File: config.mk
export PLATFORM = sky130hd
export DESIGN_NAME = spi_master_core
export DESIGN_NICKNAME = d
export VERILOG_FILES = /design/src/rtl/spi_master_core.sv
export SDC_FILE = /design/constraint.sdc
export NUM_CORES = 1
export LEC_CHECK = 0
export CAP_MARGIN = 30
export CELL_PAD_IN_SITES_DETAIL_PLACEMENT = 1
export CELL_PAD_IN_SITES_GLOBAL_PLACEMENT = 1
export CORE_UTILIZATION = 35
export CTS_CLUSTER_DIAMETER = 150
export DETAILED_ROUTE_END_ITERATION = 7
export DONT_BUFFER_PORTS = 1
export PLACE_DENSITY_LB_ADDON = 0.1
export SYNTH_ARGS = -nofsm -noshare
export SYNTH_HDL_FRONTEND = slang
export SYNTH_SLANG_ARGS = --single-unit
File: constraint.sdc
create_clock -name sys_clk -period 3.63 [get_ports sys_clk]
set_input_delay 0.726 -clock sys_clk [delete_from_list [all_inputs] [get_ports sys_clk]]
set_output_delay 0.726 -clock sys_clk [all_outputs]
set_load 0.02 [all_outputs]
File: src/rtl/spi_master_core.sv
// -----------------------------------------------------------------------------
// spi_master_core
//
// SPI master that runs one command-plus-data frame per accepted request.
// The frame is {cmd, wdata}, shifted out MSB first, while MISO is shifted in
// on the sampling edge. All four CPOL/CPHA modes are supported, with a run-time
// SCLK divider and CS setup / hold / high times counted in sys_clk cycles.
//
// Handshake: a one-cycle 'start' pulse is accepted only while busy=0 and the
// FSM is IDLE. Accept latches every request input, so later input changes do
// not affect the frame. busy stays high from the cycle after accept through
// the CS high (gap) time. 'done' pulses once per completed frame, in the same
// cycle that CS is released and rdata updates. A start with an out-of-range
// cs_sel pulses 'err' for one cycle instead. A start while busy is dropped.
//
// Ports:
//   sys_clk, sys_rst   clock, asynchronous active-high reset
//   start              one-cycle transfer request
//   cmd, wdata         command word and write data, sent as {cmd, wdata}
//   cs_sel             binary chip-select index
//   mode               {CPOL, CPHA}
//   clk_div            SCLK half-period is clk_div+1 sys_clk cycles
//   busy, done, err    status (done/err are one-cycle pulses)
//   rdata              last DATA_WIDTH bits sampled from MISO
//   spi_cs_n           active-low chip selects
//   spi_sclk, spi_mosi, spi_miso   serial bus
//   fsm_state          current FSM state, for debug and checkers
// -----------------------------------------------------------------------------
module spi_master_core #(
  parameter int CMD_WIDTH  = 5,
  parameter int ADDR_WIDTH = 4,
  parameter int DATA_WIDTH = 11,
  parameter int CS_NUM     = 2,
  parameter int DIV_WIDTH  = 8,
  parameter int SU_CYC     = 2,
  parameter int HD_CYC     = 2,
  parameter int HI_CYC     = 8,
  localparam int CSW       = (CS_NUM > 1) ? $clog2(CS_NUM) : 1
) (
  input  logic                  sys_clk,
  input  logic                  sys_rst,
  input  logic                  start,
  input  logic [CMD_WIDTH-1:0]  cmd,
  input  logic [DATA_WIDTH-1:0] wdata,
  input  logic [CSW-1:0]        cs_sel,
  input  logic [1:0]            mode,
  input  logic [DIV_WIDTH-1:0]  clk_div,
  output logic                  busy,
  output logic                  done,
  output logic                  err,
  output logic [DATA_WIDTH-1:0] rdata,
  output logic [CS_NUM-1:0]     spi_cs_n,
  output logic                  spi_sclk,
  output logic                  spi_mosi,
  input  logic                  spi_miso,
  output logic [2:0]            fsm_state
);

  localparam int FRAME = CMD_WIDTH + DATA_WIDTH;
  // One timer serves setup, SCLK half-period, hold and gap counting.
  localparam int TW    = (DIV_WIDTH > 16) ? DIV_WIDTH : 16;
  localparam int EW    = $clog2(2 * FRAME) + 1;
  localparam logic [CSW:0] CS_LIMIT = (CSW + 1)'(CS_NUM);

  localparam logic [2:0] ST_IDLE  = 3'd0;
  localparam logic [2:0] ST_SETUP = 3'd1;
  localparam logic [2:0] ST_SHIFT = 3'd2;
  localparam logic [2:0] ST_HOLD  = 3'd3;
  localparam logic [2:0] ST_GAP   = 3'd4;

  // The address field lives in the LSBs of cmd, so it cannot be wider than
  // cmd; the timing counts must be at least one cycle.
  if (ADDR_WIDTH > CMD_WIDTH || SU_CYC < 1 || HD_CYC < 1 || HI_CYC < 1) begin : g_bad_param
    $error("spi_master_core: illegal parameter set");
  end

  logic [2:0]            state;
  logic [FRAME-1:0]      tx_sr;
  logic [DATA_WIDTH-1:0] rx_sr;
  logic                  cpha_q;
  logic [DIV_WIDTH-1:0]  div_q;
  logic [TW-1:0]         tmr;
  logic [EW-1:0]         edge_cnt;

  logic [FRAME-1:0]      frame_in;
  logic                  sel_ok;
  logic                  fire;
  logic                  leading;
  logic                  last_edge;

  assign frame_in  = {cmd, wdata};
  assign sel_ok    = ({1'b0, cs_sel} < CS_LIMIT);
  // An SCLK edge is produced whenever the timer expires in SETUP (the first
  // edge) or in SHIFT (every later edge).
  assign fire      = ((state == ST_SETUP) || (state == ST_SHIFT)) && (tmr == '0);
  // Even edge indices move SCLK away from CPOL, odd ones return it.
  assign leading   = ~edge_cnt[0];
  assign last_edge = (edge_cnt == EW'(2 * FRAME - 1));
  assign fsm_state = state;

  always_ff @(posedge sys_clk or posedge sys_rst) begin
    if (sys_rst) begin
      state    <= ST_IDLE;
      busy     <= 1'b0;
      done     <= 1'b0;
      err      <= 1'b0;
      rdata    <= '0;
      spi_cs_n <= '1;
      spi_sclk <= 1'b0;
      spi_mosi <= 1'b0;
      tx_sr    <= '0;
      rx_sr    <= '0;
      cpha_q   <= 1'b0;
      div_q    <= '0;
      tmr      <= '0;
      edge_cnt <= '0;
    end else begin
      done <= 1'b0;
      err  <= 1'b0;

      case (state)
        ST_IDLE: begin
          spi_sclk <= mode[1];
          if (start) begin
            if (sel_ok) begin
              busy     <= 1'b1;
              state    <= ST_SETUP;
              tmr      <= TW'(SU_CYC - 1);
              edge_cnt <= '0;
              cpha_q   <= mode[0];
              div_q    <= clk_div;
              rx_sr    <= '0;
              for (int i = 0; i < CS_NUM; i++) begin
                spi_cs_n[i] <= (cs_sel != CSW'(i));
              end
              if (!mode[0]) begin
                // CPHA=0: the first bit must already be on MOSI before the
                // first (sampling) edge.
                spi_mosi <= frame_in[FRAME-1];
                tx_sr    <= {frame_in[FRAME-2:0], 1'b0};
              end else begin
                tx_sr    <= frame_in;
              end
            end else begin
              err <= 1'b1;
            end
          end
        end

        ST_SETUP: begin
          if (tmr != '0) begin
            tmr <= tmr - 1'b1;
          end else begin
            state <= ST_SHIFT;
            tmr   <= TW'(div_q);
          end
        end

        ST_SHIFT: begin
          if (tmr != '0) begin
            tmr <= tmr - 1'b1;
          end else if (last_edge) begin
            state <= ST_HOLD;
            tmr   <= TW'(HD_CYC - 1);
          end else begin
            tmr <= TW'(div_q);
          end
        end

        ST_HOLD: begin
          if (tmr != '0) begin
            tmr <= tmr - 1'b1;
          end else begin
            spi_cs_n <= '1;
            spi_mosi <= 1'b0;
            done     <= 1'b1;
            rdata    <= rx_sr;
            state    <= ST_GAP;
            tmr      <= TW'(HI_CYC - 1);
          end
        end

        ST_GAP: begin
          if (tmr != '0) begin
            tmr <= tmr - 1'b1;
          end else begin
            state <= ST_IDLE;
            busy  <= 1'b0;
          end
        end

        default: begin
          state <= ST_IDLE;
        end
      endcase

      if (fire) begin
        spi_sclk <= ~spi_sclk;
        edge_cnt <= edge_cnt + 1'b1;
        // Sample on leading for CPHA=0, on trailing for CPHA=1. rx_sr is only
        // DATA_WIDTH wide, so command-phase samples fall off the top.
        if (leading ^ cpha_q) begin
          rx_sr <= {rx_sr[DATA_WIDTH-2:0], spi_miso};
        end
        // Drive on the opposite edge; CPHA=0 does not shift after the last bit.
        if ((leading == cpha_q) && !last_edge) begin
          spi_mosi <= tx_sr[FRAME-1];
          tx_sr    <= {tx_sr[FRAME-2:0], 1'b0};
        end
      end
    end
  end

endmodule

# ---- After elaboration in Yosys (flattened, before gate mapping)
# Cells that the tools add are included.
dict set report classes {
  muxes 42
  eq_ne 13
  n_reduce_logical 19
  bitwise 5
  addsub 2
}
# cell count
set ops {}
lappend ops {{$mux W16} 10}
lappend ops {{$pmux W16 S5} 1}
lappend ops {{$mux W11} 4}
lappend ops {{$mux W3} 6}
lappend ops {{$mux W6} 3}
lappend ops {{$logic_not A16 Y1} 1}
lappend ops {{$reduce_bool A16 Y1} 1}
lappend ops {{$sub A16 B1 Y16 const B} 1}
lappend ops {{$pmux W3 S5} 1}
lappend ops {{$ne A2 B2 Y1 const B} 7}
lappend ops {{$mux W1} 11}
lappend ops {{$reduce_and A3 Y1} 3}
lappend ops {{$mux W8} 1}
lappend ops {{$reduce_bool A2 Y1} 4}
lappend ops {{$add A6 B1 Y6 const B} 1}
lappend ops {{$eq A3 B2 Y1 const B} 2}
lappend ops {{$eq A6 B5 Y1 const B} 1}
lappend ops {{$reduce_and A2 Y1} 3}
lappend ops {{$reduce_and A6 Y1} 1}
lappend ops {{$reduce_bool A5 Y1} 1}
lappend ops {{$mux W2} 2}
lappend ops {{$not A1 Y1} 4}
lappend ops {{$pmux W1 S2} 2}
lappend ops {{$pmux W2 S2} 1}
lappend ops {{8 further kinds} 9}
dict set report word_totals {
  word_cells 94
  inputBits 31
  out_inout_bits 21
  ff_bits 78
}

# ---- Logic depth before layout (Yosys ltp)
# Gate-level depths: netlist of the first run.
dict set report logic_depth {
  depth_word 5
  mapped_depth 10
}

# ---- Worst setup path before layout of the first run
# OpenSTA, ideal clock, no wires.
dict set report synth_path {
  path_kind {register to register}
  from {register tmr[0]}
  to {register tx_sr[10]}
  period_less_slack_ns 2.332
  setup_ns 0.125
  t_arrival_ns 2.207
  path_buffers 3
  path_slack_ns 1.298
  required_ns 3.505
  stages_incl_launch_ff 11
  cell_sequence {dfrtp_1 > inv_1 > ha_1 > nor4b_2 > and4_1 > buf_6 > nand2_4 > or3_1 > buf_6 > buf_12 > mux2_4}
}
dict set report synth_between {
  elab_chain_cells 3
}
# element line_no
set synth_lines {}
lappend synth_lines {{start: declaration} 82} ;# logic [TW-1:0] tmr;
lappend synth_lines {{start signal: assignment} 128} ;# tmr <= TW'(SU_CYC - 1);
lappend synth_lines {{start signal: assignment} 152} ;# tmr <= tmr - 1'b1;
lappend synth_lines {{start signal: assignment} 155} ;# tmr <= TW'(div_q);
lappend synth_lines {{$logic_not A16 Y1} 95} ;# assign fire = ((state == ST_SETUP) || (state == ST_SHIFT)) && (tmr == '0);
lappend synth_lines {{$logic_and A1 B1 Y1} 95}
lappend synth_lines {{$mux W16} 197} ;# if (fire) begin
lappend synth_lines {{end signal: assignment} 140} ;# tx_sr <= {frame_in[FRAME-2:0], 1'b0};
lappend synth_lines {{end signal: assignment} 142} ;# tx_sr <= frame_in;
lappend synth_lines {{end signal: assignment} 208} ;# tx_sr <= {tx_sr[FRAME-2:0], 1'b0};
lappend synth_lines {{end: declaration} 78} ;# logic [FRAME-1:0] tx_sr;
# Every way passes these cells.
# A chain may end at the register's enable or synchronous reset.

# ---- Worst setup path in the final report of the first run
dict set report layout_path {
  from {register tmr[0]}
  to {register tx_sr[9]}
}
# Same word-level chain as after synthesis.

==> metrics.txt, run 1 <==
mapped cell area=0.004188 mm2; Post-Syn Instances=436; CTS Buf Count=9; worst r2r src=tmr[0]; crit end category=register; total power=0.003363 W; Pre-antenna DRT Iters=6; synthesized area per cell=9.605 um2; worst slew pin tran=901.2 ps; most common cell after layout, fill and taps aside=nand2_1; Setup violations, final=0; synthesis-to-layout area growth=10.01%; Post-CTS Resized=0; core area=0.01152 mm2; reg2reg setup slack=880 ps; CTS Hold Bufs=0; die area=0.01241 mm2; Crit Path Max Fanout=17; setup bufs post-CTS=0; clk_lat worst skew=350 ps; vias in the first global route=3338; final net count=464; Synth Area in XOR/XNOR=0.01046; Die Y=111.4 um; All-Layer GR Usage=0.1815; total gr overflow=0; violated checks=DRC; FF+latch count, synth=78; pre-CTS worst setup slack=837.9 ps; worst path arrival time=2980 ps; Post-synth ARST share=1.000; number of I/O port buffers=0; post-synth net total=470; crit path time final=2753 ps; Startpoint Class=register; Final Hold Violating Endpoints=0; TritonCTS clock tree=built; CTS H-tree lvls=3; mux contribution to synthesized area=0.1213; Period Utilization, post-route=0.7585; clock skew=9.108 ps; worst vdd ir=328.6 uV; share of layout cells above drive strength 1=0.1586; Post-synth EDFFs=0; largest family of logic cells by synthesized area=simple AND/OR/NAND/NOR gates; gpl congestion=0.7748; HP Class=in2async; Clk pin slew, worst setup/hold paths=60 ps; library cells used by synthesis=64; simple-gate area share of the yosys netlist=0.2011; CP required=3860 ps; unrepaired setup endpoints after global routing=no; status=finished, violations left; die width=111.4 um; ys flop type=dfrtp_1; Via Count=3197; placed cells=562; I/O pins=52; most frequent cells in the layout=85 x nand2_1, 76 x dfrtp_1, 53 x o21ai_0; Leak=2.059 nW; first-pass GRT wire length=17600 um; Initial Util=0.3636; Avg WL per Cell=18.04 um; Post-Route WL=10430 um; sequential share of the synthesized area=0.4667; clk sinks=78; diodes inserted=0; Finished Layout Cells=578; R2R cell count=7; slew margin rel.=0.3992; Pwr per Cell Area=730.1 mW/mm2; std cell rows=39; initial antenna violation count=0; largest net degree at the start of global routing=44; post-route setup TNS=0 ps; crit path kind=reg2reg; final antenna-violating net count=0; FMAX=363.2 MHz; Yosys warnings=0; starting DRC count in detailed routing=113; Adder-Cell Fraction of Synth Area=0.008963; post-route setup slack=876.6 ps; fraction of the mapped netlist area in compound gates=0.1512; Max-Cap Viols=0; dpl hpwl=7188 um; vias per inst=5.531; root buf cell=clkbuf_16; clk buf depth=2; Final Max Tran Viols=0; Residual DRC=2; worst flop-to-flop path endpoint=tx_sr[9]; Final Util=0.4000
==> cells in the mapped netlist, types with 2 or more instances <==
master    instances  area (um2)
nor2_1           17       63.81
mux2_4            9       135.1
or4_1             6       45.04
dfrtp_1          76        1902
nand3_1           7       35.03
a21oi_1          22       110.1
nand2_1          86       322.8
ha_1              3       37.54
xor2_1            3       26.28
o21ai_0          53       265.3
xnor2_1           2       17.52
clkbuf_1         19       71.32
nor4_1            4       25.02
a21boi_0          2       15.01
inv_1             4       15.01
and4_1            2       17.52
nand4_1           3       18.77
a21o_1            3       22.52
and3_1            2       12.51
nor3_1            9       45.04
nand2b_1          5       31.28
dfstp_2           2       52.55
a211oi_1          4       30.03
or2_2             2       12.51
nor3b_1           4       30.03
nand3b_1          3       22.52
buf_6             3       33.78
mux2i_1          17       170.2
buf_2             2       10.01
buf_1             2       7.510
o31ai_1           5       37.54
or3_1             6       37.54
mux2_2           18       202.7
==> worst max path at each step <==
stage	from	to	cells past startpoint
6_report	tmr[0]	tx_sr[9]	7
5_1_grt	tmr[10]	tx_sr[9]	5
4_1_cts	tmr[0]	tx_sr[9]	7
3_5_place_dp	tmr[0]	tx_sr[9]	7
3_3_place_gp	tmr[10]	tx_sr[6]	5
2_1_floorplan	sys_rst	busy	1
==> critical path, cell delays in order, from the launching register on <==
cell and delay [ps]:
dfrtp_1 440, inv_1 140, ha_1 160, nor4b_2 260, and4_1 340, nand2_4 110, or3_1 740, mux2_4 440
==> logic make-up after synthesis <==
family / after synthesis
other: 1
multiplexers: 44
buffers and inverters: 32
adder cells (fa/ha/maj): 3
XOR/XNOR: 5
AND/OR/NAND/NOR: 167
AO/OA/AOI/OAI: 106
flip-flops: 78
==> sequential cells by signal (all words and copies together) (netlist names) <==
| signal | flops |
|---|---|
| spi_cs_n | 2 |
| done | 1 |
| div_q | 8 |
| rx_sr | 11 |
| tx_sr | 16 |
| busy | 1 |
| edge_cnt | 6 |
| spi_sclk | 1 |
| spi_mosi | 1 |
| cpha_q | 1 |
| tmr | 16 |
| fsm_state | 3 |
| rdata | 11 |
==> stage by stage <==
stage                     cell area (um2)  hold WS [ps]
final                                4607         380.4
after floorplan                      4188         438.4
after CTS                            4607         418.1
after global placement               4303         460.0
after global routing                 4607         435.9
after detailed placement             4303         459.1
==> where the power goes <==
part | internal [W] | switching, W | total, W
Sequential | 0.00120 | 0.000381 | 0.00158
Clock | 0.000542 | 0.000396 | 0.000938
Combinational | 0.000428 | 0.000418 | 0.000845
==> layer usage <==
metal | track usage | part of all wire
met1 | 0.2384 | 0.47
met2 | 0.2863 | 0.47
met3 | 0.04845 | 0.044
met4 | 0.07027 | 0.015
met5 | 0 | 0
==> cell type report <==
| type | instances | area [um2] |
|---|---|---|
| flip-flops and latches | 78 | 1954 |
| clock buffers | 9 | 225.2 |
| well taps | 143 | 178.9 |
| clock inverters | 7 | 78.83 |
| inverters | 4 | 16.27 |
| fillers | 1347 | 6909 |
| multi-input cells | 326 | 2071 |
| repair buffers | 11 | 82.58 |
(Power assumes the default switching activity.)
==> run 2, diff against run 1 <==
Clock period 3.63 ns to 2.2 ns, I/O delays scaled along.
==> run 2 against run 1 <==
Largest power group unchanged. Total power is 74% higher. The flow still finishes with violations (DRC). Sequential cell count stayed put. Critical path depth stayed put. Register-to-register slack worse by 830 ps. Sequential power is 58% higher. Setup slack worse by 830 ps. Final cell count is 4.8% higher. Routed wire length is 5.4% higher. Via count is 3.6% higher. Maximum frequency is 28% higher. Clock power is 59% higher. Sequential share of layout area is 3.0 points lower.
==> metrics.txt, run 2 (synthesis results as in run 1) <==
status=finished, violations left; violated checks=DRC; synthesis-to-layout area growth=18.37%; first-pass GRT wire length=18660 um; most common cell after layout, fill and taps aside=nand2_1; Reg area=0.001954 mm2; Post-DP Area=0.004599 mm2; clock skew=7.810 ps; CTS Hold Bufs=0; Crit Path Max Fanout=5; vias per inst=5.467; final antenna-violating net count=0; Final Util=0.4305; worst path arrival time=2370 ps; Psw=0.002049 W; worst slew pin tran=764.1 ps; area of the multi-input gates=0.002133 mm2; crit path time final=2149 ps; die area=0.01241 mm2; Final Cell Area=0.004957 mm2; Pwr per Cell Area=1179 mW/mm2; total gr overflow=0; Final Hold Violating Endpoints=0; final net count=493; All-Layer GR Usage=0.1909; dpl hpwl=7623 um; die width=111.4 um; Switching Fraction=0.3504; share of layout cells above drive strength 1=0.2376; internal power=0.003798 W; starting DRC count in detailed routing=174; CP cell instances=inv_2, ha_1, or3b_2, nor2_1, a21boi_0, o21ai_0, a22oi_1; Setup violations, final=0; largest net degree at the start of global routing=39; slowest CP cell=or3b_2; Seq pwr share=0.427; clk sinks=78; Avg WL per Cell=18.14 um; TritonCTS clock tree=built; vias in the first global route=3589; Clock Power Share=0.255; met3 Usage GRT=0.04627; CP required=2420 ps; Die Y=111.4 um; slew margin rel.=0.4895; crit path kind=reg2reg; met2 usage=0.2975; clk buf depth=2; clk_lat worst skew=340 ps; diodes inserted=0; Post-Route WL=10990 um; Comb power frac=0.318; Residual DRC=4; core area=0.01152 mm2; root buf cell=clkbuf_16; Startpoint Class=register; FMAX=465.4 MHz; Leak=2.220 nW; number of I/O port buffers=0; gpl congestion=0.8308; worst vdd ir=524.1 uV; HP Class=in2async; met1 GRT Util=0.2602; CTS Buf Count=9; Period Utilization, post-route=0.9767; crit end category=register; GRT Max-Usage Layer=met2; Via Count=3313; Max-Cap Viols=0; Fillers=1343; std cell rows=39; Clk pin slew, worst setup/hold paths=60 ps; CTS H-tree lvls=3; I/O pins=52; initial antenna violation count=0; critical path's largest stage delay=520 ps; Final Max Tran Viols=0; Initial Util=0.3636; Pre-antenna DRT Iters=6; biggest regs=tmr (16), tx_sr (16); most frequent cells in the layout=84 x nand2_1, 76 x dfrtp_1, 52 x o21ai_0
run 2: cell count changes in the layout (fill, tap and decap cells not counted), sizes merged:
cell      previous run  this run
buf                 11        40
clkinvlp             0         3
inv                  7         4
clkinv               3         2
run 2: area by class of cell:
| class | count | share of cell area |
|---|---|---|
| inverters | 4 | 0.003786 |
| clock inverters | 6 | 0.01439 |
| well taps | 143 | 0.03609 |
| repair buffers | 40 | 0.07572 |
| multi-input cells | 326 | 0.4303 |
| clock buffers | 9 | 0.04543 |
| flip-flops and latches | 78 | 0.3942 |
run 2: what timing repair did:
action | CTS | global route
resized for setup | 0 | 12
endpoints found under the setup margin | 0 | 30
setup buffers | 0 | 1
run 2: final timing paths:
check                         start  cells after the start  slack [ps]           to
setup reg to reg             tmr[0]                      7          50       tmr[6]
setup / recovery             tmr[0]                      7          50       tmr[6]
min in group sys_clk         cs_sel                      1         170  spi_cs_n[1]
hold / removal              sys_rst                      1         100  edge_cnt[0]
max in group asynchronous   sys_rst                      2        1520     tx_sr[4]
hold reg to reg            div_q[3]                      2         470     div_q[3]
run 2: metrics by stage:
stage | power [W] | hold WS [ps] | std cells | setup WS, ps | TNS [ps]
floorplan | 0.003707 | 438.4 | 436 | -39.09 | -483.3
global placement | 0.004264 | 469.6 | 590 | 29.86 | 0
detailed placement | 0.004331 | 463.8 | 590 | 58.08 | 0
CTS | 0.005893 | 113.3 | 605 | 25.88 | 0
global route | 0.006275 | 145.6 | 606 | -32.99 | -32.99
finish | 0.005846 | 96.44 | 606 | 51.37 | 0
run 2: layer usage:
layer,share of wire,up-vias
met5,0,-
met4,0.014,0
met3,0.049,11
met2,0.45,53
met1,0.48,1647
li1,-,1602
run 2: critical path, delay by kind of cell (launching register included):
family | cells | cell delay [ps]
compound gates | 3 | 470
buf+inv | 1 | 100
fa+ha+maj | 1 | 290
flops | 1 | 390
simple gates | 2 | 790
run 2: power by group through the flow:
| stage | logic [W] | clock network (W) | registers [W] |
|---|---|---|---|
| 6_report | 0.00186 | 0.00149 | 0.00250 |
| 5_1_grt | 0.00211 | 0.00159 | 0.00258 |
| 4_1_cts | 0.00185 | 0.00155 | 0.00249 |
| 3_5_place_dp | 0.00182 | 0 | 0.00251 |
| 3_3_place_gp | 0.00176 | 0 | 0.00251 |
| 2_1_floorplan | 0.00131 | 0 | 0.00240 |
==> run 3, diff against run 2 <==
Settings changed: CORE_UTILIZATION 35 to 44.
==> run 3 against run 2 <==
The run ends with setup timing left. Critical endpoint is now tx_sr[11]. Via count grew 2.5%. Critical path type unchanged. Combinational power grew 3%. Largest power group unchanged. Hold slack gained 40 ps. Design area shrank 1.4%. Register-to-register slack lost 50 ps. Final cell count shrank 1.7%. First-iteration DRC count grew 7.5%.
==> metrics.txt, run 3 (synthesis results as in run 1) <==
crit path time final=2203 ps; largest net degree at the start of global routing=36; All-Layer GR Usage=0.2417; core area=0.009240 mm2; Clk pin slew, worst setup/hold paths=100 ps; Final Util=0.5290; total gr overflow=0; dpl hpwl=7730 um; worst vdd ir=422.8 uV; Pre-antenna DRT Iters=4; Period Utilization, post-route=1.001; Crit Path Max Fanout=17; synthesis-to-layout area growth=16.73%; Fillers=1050; Via Count=3397; Residual DRC=0; unrepaired setup endpoints after global routing=yes; crit path kind=reg2reg; Final Hold Violating Endpoints=0; TritonCTS clock tree=built; Setup violations, final=1; Leak=2.198 nW; number of I/O port buffers=0; worst slew pin tran=568.6 ps; final antenna-violating net count=0; Top delay family on crit path=simple AND/OR/NAND/NOR gates; crit end category=register; Post-Route WL=11190 um; Max-Cap Viols=0; diodes inserted=0; FMAX=453.9 MHz; clk_lat worst skew=370 ps; Startpoint Class=register; Initial Util=0.4532; Bufs and invs on worst path=2; slew margin rel.=0.6202; die width=99.56 um; root buf cell=clkbuf_8; total power=0.005642 W; Final Max Tran Viols=0; biggest regs=tmr (16), tx_sr (16); clk buf depth=2; Die Y=99.56 um; violated checks=setup timing; most frequent cells in the layout=85 x nand2_1, 75 x dfrtp_1, 52 x o21ai_0; die area=0.009912 mm2; HP Class=in2reg; share of layout cells above drive strength 1=0.2441; gpl congestion=0.8111; CP cell instances=inv_2, ha_4, nor4b_4, and4_4, nand2_4, or3_4, buf_12, mux2_4; clk sinks=78; vias per inst=5.700; clock skew=14.88 ps; std cell rows=35; post-route setup slack=-2.897 ps; critical path's largest stage delay=410 ps; vias in the first global route=3606; Avg WL per Cell=18.77 um; Pwr per Cell Area=1154 mW/mm2; final net count=496; starting DRC count in detailed routing=187; status=finished, violations left; CP required=2440 ps; worst path arrival time=2450 ps; slowest CP cell=dfrtp_1; most common cell after layout, fill and taps aside=nand2_1; I/O pins=52; CTS Buf Count=9; first-pass GRT wire length=18570 um; CTS H-tree lvls=3; initial antenna violation count=0
[run 3: cell count changes in the layout (fill, tap and decap cells not counted), sizes merged]
cell / change
inv: +3
buf: +2
clkinvlp: -2
dlygate4sd3: +1
[run 3: repair_timing]
action,4_1_cts,5_1_grt
buffers inserted,0,0
hold buffers,1,0
endpoints found under the setup margin,23,38
gates resized for setup,5,11
endpoints found under the hold margin,12,0
pin swaps,0,1
[run 3: path summary, 6_finish.rpt]
kind / to / cells after the start / startpoint / slack (ps)
max: tx_sr[11] / 8 / tmr[0] / -3
min: spi_cs_n[1] / 1 / cs_sel / 140
max reg2reg: tx_sr[11] / 8 / tmr[0] / -3
min reg2reg: div_q[3] / 2 / div_q[3] / 490
max in group asynchronous: spi_cs_n[1] / 3 / sys_rst / 910
min in group asynchronous: fsm_state[1] / 2 / sys_rst / 600
[run 3: metal layers]
| metal | vias up | share of wire | GRT usage |
|---|---|---|---|
| li1 | 1606 | - | - |
| met3 | 11 | 0.047 | 0.05200 |
| met4 | 0 | 0.012 | 0.08145 |
| met1 | 1707 | 0.45 | 0.3214 |
| met5 | - | 0 | 0 |
| met2 | 73 | 0.49 | 0.3932 |
[run 3: through the flow]
stage	instance area [um2]	hold WS [ps]	setup TNS, ps	setup slack (ps)	std cells
floorplan	4213	438.4	-483.3	-39.09	436
global placement	4592	386.6	0	34.00	579
detailed placement	4592	393.1	-31.38	-25.94	579
CTS	4835	122.9	0	6.877	596
global route	4888	136.9	-979.6	-62.46	596
finish	4888	136.2	-2.897	-2.897	596
[run 3: where the power goes]
part           internal (W)  leakage (nW)  switching (W)
Combinational      0.000940          1.09       0.000980
Clock              0.000557         0.110       0.000639
Sequential          0.00198         0.996       0.000548
Total               0.00347          2.20        0.00217
[run 3: final cells by class]
| type | instances | area (um2) | share of cell area |
|---|---|---|---|
| well taps | 129 | 161.4 | 0.03302 |
| flip-flops and latches | 78 | 1956 | 0.4001 |
| inverters | 4 | 18.77 | 0.003839 |
| clock buffers | 9 | 123.9 | 0.02534 |
| repair buffers | 43 | 375.4 | 0.07679 |
| multi-input cells | 326 | 2163 | 0.4425 |
| clock inverters | 7 | 90.09 | 0.01843 |
